### src/rtl/led_shift_ctrl.sv
// Serial LED chain sequencer: captures a word, shifts it out MSB-first on a divided clock, then pulses LEDEN.
// Optional auto-refresh timer is built when LED_AUTO_REFRESH_EN is defined.
module led_shift_ctrl #(
  parameter int WIDTH   = 16,
  parameter int DIV     = 2,
  parameter int REFRESH = 1048576
) (
  input  logic             i_clk,
  input  logic             i_rst_n,
  input  logic             i_start,
  input  logic             i_en,
  input  logic [WIDTH-1:0] i_led_data,
  output logic             o_busy,
  output logic             o_done,
  output logic             o_ledclk,
  output logic             o_ledsout,
  output logic             o_ledclrn,
  output logic             o_leden,
  output logic [2:0]       o_state
);

  localparam int DW = (DIV > 1) ? $clog2(DIV) : 1;
  localparam int BW = $clog2(WIDTH);

  localparam logic [2:0] S_IDLE  = 3'd0;
  localparam logic [2:0] S_LO    = 3'd1;
  localparam logic [2:0] S_HI    = 3'd2;
  localparam logic [2:0] S_LATCH = 3'd3;
  localparam logic [2:0] S_DONE  = 3'd4;

  logic [2:0]       r_state;
  logic [WIDTH-1:0] r_shift;
  logic [BW-1:0]    r_bit;
  logic [DW-1:0]    r_div;
  logic             r_busy, r_done, r_ledclk, r_ledsout, r_ledclrn, r_leden;
  logic             w_busy, w_done, w_ledclk, w_ledsout, w_leden;
  logic             w_div_last, w_abort, w_auto, w_accept;

  assign w_div_last = (r_div == DW'(DIV - 1));
  assign w_abort    = !i_en && (r_state != S_IDLE);
  assign w_accept   = (r_state == S_IDLE) && i_en && (i_start || w_auto);

`ifdef LED_AUTO_REFRESH_EN
  localparam int RW = $clog2(REFRESH);
  logic [RW-1:0] r_refresh;

  assign w_auto = (r_refresh == RW'(REFRESH - 1));

  // A terminal count while busy is simply dropped: the counter restarts either way.
  always_ff @(posedge i_clk or negedge i_rst_n) begin
    if (!i_rst_n)                          r_refresh <= '0;
    else if (!i_en || w_accept || w_auto)  r_refresh <= '0;
    else                                   r_refresh <= r_refresh + 1'b1;
  end
`else
  assign w_auto = 1'b0 && (REFRESH > 0);
`endif

  always_ff @(posedge i_clk or negedge i_rst_n) begin
    if (!i_rst_n) begin
      r_state <= S_IDLE;
      r_shift <= '0;
      r_bit   <= '0;
      r_div   <= '0;
    end else if (w_abort) begin
      r_state <= S_IDLE;
      r_div   <= '0;
    end else begin
      case (r_state)
        S_IDLE: if (w_accept) begin
          r_shift <= i_led_data;
          r_bit   <= BW'(WIDTH - 1);
          r_div   <= '0;
          r_state <= S_LO;
        end
        S_LO: if (w_div_last) begin
          r_div   <= '0;
          r_state <= S_HI;
        end else r_div <= r_div + 1'b1;
        S_HI: if (w_div_last) begin
          r_div <= '0;
          if (r_bit == '0) r_state <= S_LATCH;
          else begin
            r_shift <= {r_shift[WIDTH-2:0], 1'b0};
            r_bit   <= r_bit - 1'b1;
            r_state <= S_LO;
          end
        end else r_div <= r_div + 1'b1;
        S_LATCH: if (w_div_last) begin
          r_div   <= '0;
          r_state <= S_DONE;
        end else r_div <= r_div + 1'b1;
        S_DONE:  r_state <= S_IDLE;
        default: r_state <= S_IDLE;
      endcase
    end
  end

  // Pin values follow the state one cycle later, so every pin comes straight from a flop.
  always_comb begin
    w_busy    = 1'b0;
    w_done    = 1'b0;
    w_ledclk  = 1'b0;
    w_ledsout = 1'b0;
    w_leden   = 1'b0;
    case (r_state)
      S_LO:    begin w_busy = 1'b1; w_ledsout = r_shift[WIDTH-1]; end
      S_HI:    begin w_busy = 1'b1; w_ledclk = 1'b1; w_ledsout = r_shift[WIDTH-1]; end
      S_LATCH: begin w_busy = 1'b1; w_leden = 1'b1; end
      S_DONE:  w_done = 1'b1;
      default: ;
    endcase
  end

  always_ff @(posedge i_clk or negedge i_rst_n) begin
    if (!i_rst_n) begin
      r_busy    <= 1'b0;
      r_done    <= 1'b0;
      r_ledclk  <= 1'b0;
      r_ledsout <= 1'b0;
      r_ledclrn <= 1'b0;
      r_leden   <= 1'b0;
    end else begin
      r_ledclrn <= 1'b1;
      r_busy    <= w_busy    && !w_abort;
      r_done    <= w_done    && !w_abort;
      r_ledclk  <= w_ledclk  && !w_abort;
      r_ledsout <= w_ledsout && !w_abort;
      r_leden   <= w_leden   && !w_abort;
    end
  end

  assign o_busy    = r_busy;
  assign o_done    = r_done;
  assign o_ledclk  = r_ledclk;
  assign o_ledsout = r_ledsout;
  assign o_ledclrn = r_ledclrn;
  assign o_leden   = r_leden;
  assign o_state   = r_state;

endmodule

### config.mk
export PLATFORM = sky130hd
export DESIGN_NAME = led_shift_ctrl
export DESIGN_NICKNAME = d
export VERILOG_FILES = /design/src/rtl/led_shift_ctrl.sv
export SDC_FILE = /design/constraint.sdc
export NUM_CORES = 1
export LEC_CHECK = 0
export CORE_UTILIZATION = 51
export CTS_BUF_LIST = sky130_fd_sc_hd__clkbuf_8 sky130_fd_sc_hd__clkbuf_16
export DETAILED_ROUTE_END_ITERATION = 10
export PLACE_DENSITY = 0.85
export SLEW_MARGIN = 5
export SYNTH_ARGS = -nofsm -noshare
export SYNTH_HDL_FRONTEND = slang
export SYNTH_SLANG_ARGS = --single-unit
### constraint.sdc
create_clock -name i_clk -period 2.8 [get_ports i_clk]
set_input_delay 0.56 -clock i_clk [delete_from_list [all_inputs] [get_ports i_clk]]
set_output_delay 0.56 -clock i_clk [all_outputs]
set_load 0.005 [all_outputs]
==> impl_metrics.json <==
{
  "outcome": "completed",
  "antenna_found_initial": 0,
  "wirelength_um": 2603,
  "relSlewSlack_pct": 60.95,
  "dr_wl_met3_um": 122,
  "final_common_cell": "dfrtp_1",
  "vias_per_cell": 5.412,
  "cts_buffers": 5,
  "p_int_mw": 0.8952,
  "cts_tree": "built",
  "dp_hpwl_um": 1679,
  "cts_root_buf": "clkbuf_8",
  "clockBufferDepth": 2,
  "power.switching_mw": 0.2984,
  "cp-start-kind": "input pin",
  "ys_async_sr_fraction_pct": 100.0,
  "clk_latency_ns": 0.28,
  "grt-ovfl-total": 0,
  "crit_required_ns": 2.96,
  "synth_nets": 134,
  "final_cell_mix": "dfrtp_1, clkdlybuf4s50_1, mux2_2",
  "synth-edff-count": 0,
  "die_x_um": 56.55,
  "place.gp.congestion": 0.7481,
  "cp_data_arrival_time_ns": 2.29,
  "synth_cell_type_count": 36,
  "top_layer": "met4",
  "ys_ff_latch": 30,
  "met1Wirelength_um": 1162,
  "critPathCaptureType": "flip-flop",
  "final_core_util_pct": 68.69,
  "pwr-share-clk_pct": 28.9,
  "dr_wl_met2_um": 1280,
  "std_cell_rows": 19,
  "synth_top_area_share_pct": 49.46,
  "yosysTopAreaCell": "dfrtp_1",
  "dieArea_um2": 3198,
  "cap_violations": 0,
  "routedWlPerCell_um": 14.71,
  "grt_pass1_vias": 998,
  "period_share_pct": 76.15,
  "syn_avg_cell_area_um2": 13.43,
  "die_h_um": 56.55,
  "p_sw_share_pct": 25.00,
  "grt_pass1_wl_um": 4595,
  "initial_core_util_pct": 54.57,
  "total_power_mw": 1.194,
  "drtIter0Drc": 18,
  "drtPass1Iterations": 4,
  "leakagePower_nw": 0.8242,
  "clock_skew_ns": 0.005026,
  "n_antenna_cell": 0,
  "p_per_area_nw_per_um2": 624.7,
  "synthCells": 113,
  "synth.area.top_cells": "dfrtp_1, mux2_2, mux2_4",
  "rsz0062_at_grt": "no",
  "p_comb_share_pct": 21.3,
  "synth_area_um2": 1518,
  "post_cts.resized_instances": 0,
  "syn_to_final_growth_pct": 25.89,
  "ctsHoldBuffers": 0,
  "ys_seq_area_share_pct": 49.46,
  "coreArea_um2": 2781,
  "min_period_ns": 2.132,
  "cts_sinks": 30,
  "peakVddDrop_mv": 0.5293,
  "worstMarginPinSlew_ns": 0.5695,
  "layout-drive-gt1-share_pct": 34.25,
  "clkTransAtPathRegs_ns": 0.06,
  "hold_violations": 0,
  "nFillCells": 228,
  "crit_fanout": 19,
  "htree_num_levels": 2,
  "fmax_mhz": 469.0,
  "criticalPathCategory": "input pin to flip-flop",
  "drc": 0,
  "vias": 958,
  "synth_flop_cell": "dfrtp_1",
  "min_path_type": "flip-flop to flip-flop",
  "grt_max_degree": 31,
  "ant_nets": 0,
  "ioPinCount": 29,
  "final_max_slew_viol_count": 0,
  "setup-violations-final": 0,
  "power.share.sequential_pct": 49.8,
  "nets": 166,
  "post-cts-setup-buffers": 0,
  "placement.io_buffers": 28,
  "track_usage_pct": 19.42,
  "tns_ns": 0,
  "yosys_warnings": 0
}
## per-layer routing
| layer | vias to the layer above | track usage (%) |
|---|---|---|
| met5 | - | 0 |
| met4 | 0 | 9.408 |
| met3 | 5 | 5.530 |
| met2 | 29 | 31.09 |
| met1 | 459 | 24.05 |
| li1 | 465 | - |
## per-stage QoR
step | setup WS (ns) | instances | hold WS [ns] | area (µm²)
after floorplan | 0.7806 | 113 | 0.2644 | 1518
after global placement | 0.4540 | 169 | 0.4859 | 1819
after detailed placement | 0.3977 | 169 | 0.4949 | 1819
after CTS | 0.6766 | 177 | 0.5092 | 1911
after global routing | 0.6112 | 177 | 0.5243 | 1911
final | 0.6677 | 177 | 0.5035 | 1911
## state kept, by name, indices dropped and copies added, names as in the netlist
register	flops
r_shift	16
r_bit	4
o_state	3
o_busy	1
o_done	1
o_ledclk	1
o_ledclrn	1
o_leden	1
o_ledsout	1
r_div	1
## cells by family (layout without fill, tap and decap cells)
group | Yosys count | count (layout) | share of synthesized area, %
and+or+nand+nor | 29 | 29 | 12.94
buffers and inverters | 9 | 42 | 4.204
other | 1 | 1 | 0.2471
xor gates and xnor gates | 1 | 1 | 0.5772
AOI/OAI and AO/OA | 8 | 8 | 4.369
adders and majority gates | 1 | 1 | 0.8243
muxes | 34 | 34 | 27.37
DFF | 30 | 30 | 49.46
## cell type report
type	count	area, µm²	area share (%)
Timing Repair Buffer	31	315.3	16.50
Inverter	3	11.26	0.5894
Clock inverter	2	8.758	0.4584
Multi-Input combinational cell	74	703.2	36.80
Sequential cell	30	750.7	39.29
Tap cell	31	38.79	2.030
Clock buffer	6	82.58	4.322
## worst max-delay path: stages
cell and delay, ns:
clkdlybuf4s50_1 0.57, nand2b_1 0.24, nor4_4 0.35, buf_12 0.22, mux2_2 0.35
## cell usage after synthesis (2+ instances only)
cell type  instances
nor2b_1            2
mux2_2            24
and2_1             2
inv_1              3
dfrtp_1           30
nor3_1             2
a211oi_1           2
and3_1             3
nand2b_1           3
nor2_1             3
mux2_4             9
nand2_1            3
buf_4              3
nand3_1            2
## final timing paths
| check | from | end | slack (ns) | depth (start not counted) |
|---|---|---|---|---|
| worst max-delay path | i_en | r_shift[6]$_DFFE_PN0P_ | 0.67 | 5 |
| worst min-delay path | r_shift[3]$_DFFE_PN0P_ | r_shift[3]$_DFFE_PN0P_ | 0.50 | 1 |
| worst max register to register | r_bit[0]$_DFFE_PN0P_ | r_shift[6]$_DFFE_PN0P_ | 0.87 | 6 |
| worst min register to register | r_shift[3]$_DFFE_PN0P_ | r_shift[3]$_DFFE_PN0P_ | 0.50 | 1 |
| max in group asynchronous | i_rst_n | r_bit[3]$_DFFE_PN0P_ | 1.85 | 2 |
| min in group asynchronous | i_rst_n | r_shift[2]$_DFFE_PN0P_ | 0.68 | 2 |
## power by group through the flow
stage | Combinational [mW] | Sequential, mW | Clock, mW
after floorplan | 0.192 | 0.573 | 0
after global placement | 0.246 | 0.592 | 0
after detailed placement | 0.257 | 0.600 | 0
after CTS | 0.259 | 0.594 | 0.355
after global routing | 0.278 | 0.609 | 0.369
final | 0.254 | 0.595 | 0.345
Power figures use the tool's default switching activity.
